### src/rtl/mmu_ptw_arbiter_pkg.sv
// Shared types for the MMU page-table-walker arbiter.
// Holds the sv39 VPN constants, the arbiter FSM states, the requester
// source encoding and the latched walk-request payload.
package mmu_ptw_arbiter_pkg;

    localparam int unsigned SV39_LEVELS    = 3;
    localparam int unsigned SV39_VPN_SEG_W = 9;
    localparam int unsigned SV39_VPN_W     = SV39_LEVELS * SV39_VPN_SEG_W;

    typedef enum logic [1:0] {
        IDLE,
        REQ,
        WALK,
        DRAIN
    } ptw_arb_state_e;

    // DTLB encodes as 0 so a cleared payload never reads as an instruction walk.
    typedef enum logic {
        SRC_ITLB = 1'b1,
        SRC_DTLB = 1'b0
    } ptw_src_e;

    typedef struct packed {
        logic [SV39_VPN_W-1:0] vpn;
        logic                  v;
        logic                  is_store;
        ptw_src_e              src;
    } ptw_arb_req_t;

endpackage

### src/rtl/ptw_rr_grant.sv
// Grant selection between ITLB and DTLB miss requests with a starvation
// counter that forces an ITLB grant after STARVE_LIMIT consecutive DTLB wins.
// Ports:
//   clk, rst            clock, synchronous active-high reset
//   en                  grant allowed this cycle (arbiter idle, no flush)
//   itlb_valid          ITLB miss pending
//   dtlb_valid          DTLB miss pending
//   grant               a request is granted this cycle (combinational)
//   grant_src           which requester is granted (combinational)
module ptw_rr_grant
    import mmu_ptw_arbiter_pkg::*;
#(
    parameter int unsigned STARVE_LIMIT = 4
) (
    input  logic     clk,
    input  logic     rst,
    input  logic     en,
    input  logic     itlb_valid,
    input  logic     dtlb_valid,
    output logic     grant,
    output ptw_src_e grant_src
);

    localparam int unsigned    CNT_W = $clog2(STARVE_LIMIT + 1);
    localparam logic [CNT_W-1:0] LIMIT = CNT_W'(STARVE_LIMIT);

    logic [CNT_W-1:0] starve_cnt;
    logic             itlb_turn;

    // DTLB wins ties unless the ITLB has waited out the starvation limit.
    always_comb begin
        itlb_turn = itlb_valid && (!dtlb_valid || (starve_cnt == LIMIT));
        grant     = en && (itlb_valid || dtlb_valid);
        grant_src = itlb_turn ? SRC_ITLB : SRC_DTLB;
    end

    // Counts DTLB grants that bypassed a waiting ITLB; flush does not touch it.
    always_ff @(posedge clk) begin
        if (rst) begin
            starve_cnt <= '0;
        end else if (grant) begin
            if (!itlb_turn && itlb_valid) begin
                if (starve_cnt != LIMIT) begin
                    starve_cnt <= starve_cnt + CNT_W'(1);
                end
            end else begin
                starve_cnt <= '0;
            end
        end
    end

endmodule

### src/rtl/mmu_ptw_arbiter.sv
// Shares the single page-table walker between ITLB and DTLB miss paths.
// One walk is outstanding at a time; the completion is routed back to the
// requester that issued it. Flush aborts queued or in-flight walks, and an
// aborted walk's completion is swallowed in DRAIN.
// Ports:
//   clk_i, rst_i                       clock, synchronous active-high reset
//   flush_i                            abort pending / in-flight walk
//   itlb_req_*                         ITLB miss request, ready is combinational
//   dtlb_req_*                         DTLB miss request, ready is combinational
//   itlb_resp_*, dtlb_resp_*           registered one-cycle completion pulses
//   ptw_req_*                          request handshake and payload to the PTW
//   ptw_resp_valid_i, ptw_resp_err_i   walk completion from the PTW
//   busy_o                             arbiter not idle
module mmu_ptw_arbiter
    import mmu_ptw_arbiter_pkg::*;
#(
    parameter int unsigned VPN_W        = SV39_VPN_W,
    parameter int unsigned HYP_EXT      = 0,
    parameter int unsigned STARVE_LIMIT = 4
) (
    input  logic             clk_i,
    input  logic             rst_i,
    input  logic             flush_i,
    input  logic             itlb_req_valid_i,
    input  logic [VPN_W-1:0] itlb_req_vpn_i,
    input  logic             itlb_req_v_i,
    output logic             itlb_req_ready_o,
    input  logic             dtlb_req_valid_i,
    input  logic [VPN_W-1:0] dtlb_req_vpn_i,
    input  logic             dtlb_req_v_i,
    input  logic             dtlb_req_is_store_i,
    output logic             dtlb_req_ready_o,
    output logic             itlb_resp_valid_o,
    output logic             itlb_resp_err_o,
    output logic             dtlb_resp_valid_o,
    output logic             dtlb_resp_err_o,
    output logic             ptw_req_valid_o,
    input  logic             ptw_req_ready_i,
    output logic [VPN_W-1:0] ptw_req_vpn_o,
    output logic             ptw_req_is_instr_o,
    output logic             ptw_req_is_store_o,
    output logic             ptw_req_v_o,
    input  logic             ptw_resp_valid_i,
    input  logic             ptw_resp_err_i,
    output logic             busy_o
);

    ptw_arb_state_e state;
    ptw_arb_state_e state_next;
    ptw_arb_req_t   payload;
    logic           grant_en;
    logic           grant;
    ptw_src_e       grant_src;
    logic           resp_fire;

    // Reset also gates acceptance so nothing is handed out while it is held.
    assign grant_en = (state == IDLE) && !flush_i && !rst_i;

    ptw_rr_grant #(
        .STARVE_LIMIT(STARVE_LIMIT)
    ) u_grant (
        .clk       (clk_i),
        .rst       (rst_i),
        .en        (grant_en),
        .itlb_valid(itlb_req_valid_i),
        .dtlb_valid(dtlb_req_valid_i),
        .grant     (grant),
        .grant_src (grant_src)
    );

    assign itlb_req_ready_o = grant && (grant_src == SRC_ITLB);
    assign dtlb_req_ready_o = grant && (grant_src == SRC_DTLB);

    // State register.
    always_ff @(posedge clk_i) begin
        if (rst_i) begin
            state <= IDLE;
        end else begin
            state <= state_next;
        end
    end

    // Next-state logic. A completion landing together with a flush in WALK
    // is dropped outright rather than waiting in DRAIN for a second one.
    always_comb begin
        state_next = state;
        resp_fire  = 1'b0;
        unique case (state)
            IDLE: begin
                if (grant) state_next = REQ;
            end
            REQ: begin
                if (flush_i) begin
                    state_next = ptw_req_ready_i ? DRAIN : IDLE;
                end else if (ptw_req_ready_i) begin
                    state_next = WALK;
                end
            end
            WALK: begin
                if (ptw_resp_valid_i) begin
                    state_next = IDLE;
                    resp_fire  = !flush_i;
                end else if (flush_i) begin
                    state_next = DRAIN;
                end
            end
            DRAIN: begin
                if (ptw_resp_valid_i) state_next = IDLE;
            end
            default: state_next = IDLE;
        endcase
    end

    // Payload captured on grant and held stable through REQ/WALK.
    always_ff @(posedge clk_i) begin
        if (rst_i) begin
            payload <= '0;
        end else if (grant) begin
            if (grant_src == SRC_ITLB) begin
                payload <= '{vpn:      SV39_VPN_W'(itlb_req_vpn_i),
                             v:        (HYP_EXT != 0) && itlb_req_v_i,
                             is_store: 1'b0,
                             src:      SRC_ITLB};
            end else begin
                payload <= '{vpn:      SV39_VPN_W'(dtlb_req_vpn_i),
                             v:        (HYP_EXT != 0) && dtlb_req_v_i,
                             is_store: dtlb_req_is_store_i,
                             src:      SRC_DTLB};
            end
        end
    end

    // Completion pulses steered by the latched source.
    always_ff @(posedge clk_i) begin
        if (rst_i) begin
            itlb_resp_valid_o <= 1'b0;
            itlb_resp_err_o   <= 1'b0;
            dtlb_resp_valid_o <= 1'b0;
            dtlb_resp_err_o   <= 1'b0;
        end else begin
            itlb_resp_valid_o <= resp_fire && (payload.src == SRC_ITLB);
            itlb_resp_err_o   <= resp_fire && (payload.src == SRC_ITLB) && ptw_resp_err_i;
            dtlb_resp_valid_o <= resp_fire && (payload.src == SRC_DTLB);
            dtlb_resp_err_o   <= resp_fire && (payload.src == SRC_DTLB) && ptw_resp_err_i;
        end
    end

    assign ptw_req_valid_o    = (state == REQ);
    assign ptw_req_vpn_o      = VPN_W'(payload.vpn);
    assign ptw_req_is_instr_o = (payload.src == SRC_ITLB);
    assign ptw_req_is_store_o = payload.is_store;
    assign ptw_req_v_o        = (HYP_EXT != 0) ? payload.v : 1'b0;
    assign busy_o             = (state != IDLE);

endmodule

### config.mk
export PLATFORM = sky130hd
export DESIGN_NAME = mmu_ptw_arbiter
export DESIGN_NICKNAME = d
export VERILOG_FILES = /design/src/rtl/mmu_ptw_arbiter_pkg.sv /design/src/rtl/ptw_rr_grant.sv /design/src/rtl/mmu_ptw_arbiter.sv
export SDC_FILE = /design/constraint.sdc
export NUM_CORES = 1
export LEC_CHECK = 0
export BUFFER_PORTS_ARGS = -buffer_cell sky130_fd_sc_hd__buf_2
export CAP_MARGIN = 20
export CORE_UTILIZATION = 25
export CTS_CLUSTER_SIZE = 12
export DETAILED_ROUTE_END_ITERATION = 10
export SLEW_MARGIN = 0
export SYNTH_ARGS = -nofsm -noshare
export SYNTH_HDL_FRONTEND = slang
export SYNTH_SLANG_ARGS = --single-unit
### constraint.sdc
create_clock -name clk_i -period 2.7 [get_ports clk_i]
set_input_delay 0.135 -clock clk_i [delete_from_list [all_inputs] [get_ports clk_i]]
set_output_delay 0.135 -clock clk_i [all_outputs]
set_load 0.005 [all_outputs]
==> flow_summary.toml, run 1 <==
[status]
status = "finished, final reports clean"

[sta]
fin_crit_ns = 2.21
clock.fmax_mhz = 453
drv_slew = 0
clock_skew_ns = 0.00298
slew_headroom_pct = 38.7
worst_pin_slew_ns = 0.920
setup_tns_ns = 0
finalCritPeriodShare_pct = 81.7
hold_violations = 0
setup_viol = 0
whs_ns = 0.0748
grt_setup_unrepaired = "false"
finalWorstSetupSlack_ns = 0.493

[logic_synthesis]
yosysTopAreaCellShare_pct = 40.8
ys.flop_type = "dfxtp_1"
syn_area_um2 = 1860
yosysTopAreaCell = "dfxtp_1"
synth_top_family_by_area = "compound AO/OA/AOI/OAI gates"
yosysWarnings = 0
synth.avg_cell_area_um2 = 10.3
ys_seq_area_share_pct = 40.8
synth-compound-area-share_pct = 22.3
syn_nets = 248
synth-simple-area-share_pct = 14.1
synthTopCellsByArea = "dfxtp_1 (41%), a211oi_2 (18%), mux2i_1 (14%)"
synthMuxAreaShare_pct = 14.5
netlist_top_cells_count = "dfxtp_1 (38), nor2_1 (31), a211oi_2 (27), mux2i_1 (27)"
synth_most_common_cell = "dfxtp_1"
ys_ff_latch = 38
synth_edf_count = 0
syn_inst = 181
synth.distinct_cells = 32
async_reset_ff_share_pct = 0
synth_xor_xnor_area_share_pct = 0.470
synthAdderAreaFrac_pct = 1.34

[critical_path]
crit_required_ns = 2.57
crit_path_end_kind = "output port"
crit_type = "reg2out"
r2r_cells = 6
max_stage_delay_ns = 0.75
crit_top_cell = "inv_1"
cp_max_fo = 30
cp.depth = 7
cp_top_family = "simple AND/OR/NAND/NOR gates"
arrival_ns = 2.07
ff2ff_setup_slack_ns = 0.71
crit_chain = "inv_1, ha_1, a21bo_1, and2_2, nand2_1, inv_1, buf_2"
path_buf_inv = 3
reg2reg_from = "u_grant.starve_cnt[0]"
rr_endpoint = "ptw_req_vpn_o[15]"
crit_end = "itlb_req_ready_o"
slowest_stage = "and2_2"
start_kind = "flip-flop"
startpoint = "u_grant.starve_cnt[0]"

[grt]
grt_overflow = 0
track_usage_pct = 10.5
antenna_found_initial = 0
grt_max_degree = 35
grt_pass1_wl_um = 6270
grt_pass1_vias = 1398

[detailed_routing]
routed_wirelength_um = 4080
drt_first_iter_violations = 35
via_per_inst = 4.18
postRouteAntennaNets = 0
wl_per_cell_um = 10.9
vias = 1565
dr.pass1.iters = 3
post-route-drc-count = 0

[cts]
cts_setup_buffers = 0
cts_root_buffer = "clkbuf_8"
clk_latency_ns = 0.28
cts_resized = 0
cts_tree = "done"
path_clk_slew_ns = 0.08
holdBufCountCts = 0
clock_path_buffers = 2
cts_buffers = 5
htree_levels = 2
cts.sinks = 38

[floorplan]
initial_utilization_pct = 25.8
dieHeight_um = 88.4
rows = 31
core_area_um2 = 7210
dieArea_um2 = 7810
io_pins = 103
fp.dieW_um = 88.4

[power]
seqPwrFrac_pct = 48.5
p_leak_uw = 0.00110
p_int_uw = 919
irDropWorstVdd_uv = 224
p_switching_uw = 341
comb_power_share_pct = 19.2
switching_share_pct = 27.1
clockPowerShare_pct = 32.3
power_density_nw_per_um2 = 506

[flow_run]
drv_cap = 0

[placed_design]
dpl_cell_area_um2 = 2400
pre_cts_ws_ns = 0.672
io_buffers = 99
dp_hpwl_um = 2900
finalWeightedCongestion = 0.713

[layout]
fin_util_pct = 34.5
fillCellCount = 760
regArea_um2 = 761
final_cell_area_um2 = 2490
insertedDiodeCount = 0
final_nets = 341
multi_input_area_um2 = 987
syn_to_final_growth_pct = 33.7
drive_gt1_share_pct = 50.9

[hold_path]
hold_class = "in2reg"
power by group through the flow:
stage	Sequential, uW	Combinational [uW]	Clock [uW]
after global routing	615	271	459
final	611	242	408
after CTS	611	247	436
after global placement	623	240	0
after detailed placement	624	246	0
after floorplan	626	154	0
cells in the final DEF (no fill, tap or decap), drive strengths merged, types with 2 or more instances in the layout:
cell type,instances
nand4,3
clkbuf,7
or3,2
nand2,5
nor2,31
a21oi,5
nor3,3
buf,102
ha,2
dfxtp,38
and2,3
nor2b,3
mux2i,27
inv,3
a211oi,29
registers in the layout (all words and copies together), names as in the netlist:
signal / count
ptw_req_is_store_o: 1
itlb_resp_err_o: 1
u_grant.starve_cnt: 3
ptw_req_vpn_o: 27
dtlb_resp_err_o: 1
itlb_resp_valid_o: 1
state: 2
dtlb_resp_valid_o: 1
ptw_req_is_instr_o: 1
worst min path at each step:
stage	startpoint	end	slack, ns	depth (start not counted)
after floorplan	ptw_resp_err_i	dtlb_resp_err_o	0.26	1
after detailed placement	ptw_resp_err_i	dtlb_resp_err_o	0.37	2
after global routing	ptw_resp_err_i	dtlb_resp_err_o	0.06	2
after CTS	ptw_resp_err_i	dtlb_resp_err_o	0.06	2
after global placement	ptw_resp_err_i	dtlb_resp_err_o	0.36	2
final	ptw_resp_err_i	dtlb_resp_err_o	0.07	2
cell type report:
type	instances	share of cell area (%)
repair buffers	102	20.8
flip-flops and latches	38	30.5
multi-input cells	124	39.6
clock inverters	1	0.201
well taps	99	4.97
inverters	3	0.452
clock buffers	7	3.46
routing by layer:
metal	up-vias	GRT usage (%)	wire length, um
li1	826	-	-
met1	678	12.6	1940
met2	56	17.8	1880
met3	5	2.80	211
met4	0	3.96	49
met5	-	0	0
worst reg2reg max path, stage by stage, from the launching register on:
cell	delay (ns)
dfxtp_1	0.33
inv_1	0.07
ha_1	0.16
a21bo_1	0.12
and2_2	0.75
mux2i_1	0.32
a211oi_2	0.09
stage by stage:
stage,std cells,power [uW]
after global routing,374,1350
after detailed placement,366,870
final,374,1260
after global placement,366,864
after floorplan,181,780
after CTS,374,1290
kinds of logic (layout without fill, tap and decap cells):
family,Yosys count,after routing
adder cells (fa/ha/maj),2,2
AND/OR/NAND/NOR,54,54
flip-flops,38,38
other,1,1
XOR/XNOR,1,1
buffers and inverters,19,113
multiplexers,27,27
AO/OA/AOI/OAI,39,39
No activity file was read; power rests on OpenSTA's default activity.
==> run 2: changes to the inputs <==
Clock period 2.7 ns to 1.94 ns, I/O delays scaled along.
==> run 2 against run 1 <==
Flip-flop and latch count unchanged. Core utilization increased by 2.1 points. Worst hold slack got worse by 0.034 ns. Critical endpoint is now dtlb_req_ready_o.
==> flow_summary.toml, run 2 (same netlist as run 1, synthesis figures left out) <==
[status]
status = "finished, final reports clean"

[cts]
cts.sinks = 38
cts_tree = "done"
path_clk_slew_ns = 0.08
cts_root_buffer = "clkbuf_8"
cts_buffers = 5
holdBufCountCts = 0
clk_latency_ns = 0.28
cts_resized = 0
htree_levels = 2
clock_path_buffers = 2

[sta]
finalCritPeriodShare_pct = 96.9
grt_setup_unrepaired = "false"
finalWorstSetupSlack_ns = 0.0593
fin_crit_ns = 1.88
setup_viol = 0
hold_violations = 0
clock_skew_ns = 0.00637
clock.fmax_mhz = 532
setup_tns_ns = 0
worst_pin_slew_ns = 0.540
drv_slew = 0
slew_headroom_pct = 64.0

[detailed_routing]
wl_met1_um = 1860
drt_first_iter_violations = 50
vias = 1638
routed_wirelength_um = 4250
via_per_inst = 4.32
postRouteAntennaNets = 0
wl_per_cell_um = 11.2
top_layer = "met4"
wl_met3_um = 273
met2_length_um = 2080
post-route-drc-count = 0
dr.pass1.iters = 4

[layout]
layoutNonFillerInstCount = 379
syn_to_final_growth_pct = 41.8
layout_commonest_cell = "buf_2"
fin_util_pct = 36.6
multi_input_area_um2 = 987
fillCellCount = 755
regArea_um2 = 761
drive_gt1_share_pct = 52.1
final_cell_area_um2 = 2640
final_nets = 346
largest_reg_flops = 27
insertedDiodeCount = 0
final_cell_mix = "buf_2 (99), dfxtp_1 (38), nor2_1 (31)"

[grt]
antenna_found_initial = 0
grt_pass1_wl_um = 6650
track_usage_pct = 11.0
grt_pass1_vias = 1460
grt_overflow = 0
grt_max_degree = 35

[floorplan]
fp.dieW_um = 88.4
rows = 31
dieHeight_um = 88.4
io_pins = 103
initial_utilization_pct = 25.8
dieArea_um2 = 7810
core_area_um2 = 7210

[power]
switching_share_pct = 23.6
p_int_uw = 1570
comb_power_share_pct = 17.9
p_leak_uw = 0.00117
seqPwrFrac_pct = 41.5
clockPowerShare_pct = 40.6
irDropWorstVdd_uv = 242
p_switching_uw = 483
power_density_nw_per_um2 = 775

[critical_path]
crit_required_ns = 1.84
cp_max_fo = 6
arrival_ns = 1.78
ff2ff_setup_slack_ns = 0.12
crit_type = "reg2out"
crit_path_end_kind = "output port"
start_kind = "flip-flop"

[hold_path]
hold_class = "in2reg"

[placed_design]
io_buffers = 99
dpl_cell_area_um2 = 2450
finalWeightedCongestion = 0.627
dp_hpwl_um = 2930
pre_cts_ws_ns = 0.165
dp_cells = 367

[flow_run]
drv_cap = 0
## run 2: layout make-up
class / instances / area share [%]
inverters: 3 / 0.426
clock inverters: 2 / 2.27
well taps: 99 / 4.69
repair buffers: 107 / 23.4
multi-input cells: 124 / 37.3
clock buffers: 6 / 3.12
flip-flops and latches: 38 / 28.8
## run 2: power by group through the flow
stage	registers, uW	clock network, uW	logic (uW)
6_report	850	832	367
5_1_grt	856	899	409
4_1_cts	851	867	369
3_5_place_dp	868	0	356
3_3_place_gp	868	0	346
2_1_floorplan	871	0	215
## run 2: repair_timing
item / 4_1_cts / 5_1_grt
endpoints found under the setup margin: 1 / 1
pin swaps: 1 / 1
gates cloned: 1 / 0
setup buffers: 0 / 3
## run 2: per-layer routing
| metal | global-route usage, % | vias to the layer above |
|---|---|---|
| li1 | - | 836 |
| met4 | 3.81 | 0 |
| met1 | 12.4 | 741 |
| met3 | 2.80 | 4 |
| met2 | 20.1 | 57 |
| met5 | 0 | - |
## run 2: path summary, 6_finish.rpt
| path | to | start | depth (start not counted) |
|---|---|---|---|
| setup / recovery | dtlb_req_ready_o | state[0] | 4 |
| hold / removal | dtlb_resp_err_o | ptw_resp_err_i | 2 |
| setup reg to reg | u_grant.starve_cnt[1] | state[0] | 6 |
| hold reg to reg | ptw_req_is_store_o | ptw_req_is_store_o | 2 |
## run 2: worst max-delay path, cell delays in order (launching register included)
cell	delay [ns]
dfxtp_1	0.35
or3_4	0.43
or3_1	0.46
nor2_1	0.14
buf_2	0.12
## run 2: through the flow
step / hold slack [ns] / total power (uW)
2_1_floorplan: 0.219 / 1090
3_3_place_gp: 0.325 / 1210
3_5_place_dp: 0.332 / 1220
4_1_cts: 0.0280 / 2090
5_1_grt: 0.0371 / 2160
6_report: 0.0407 / 2050
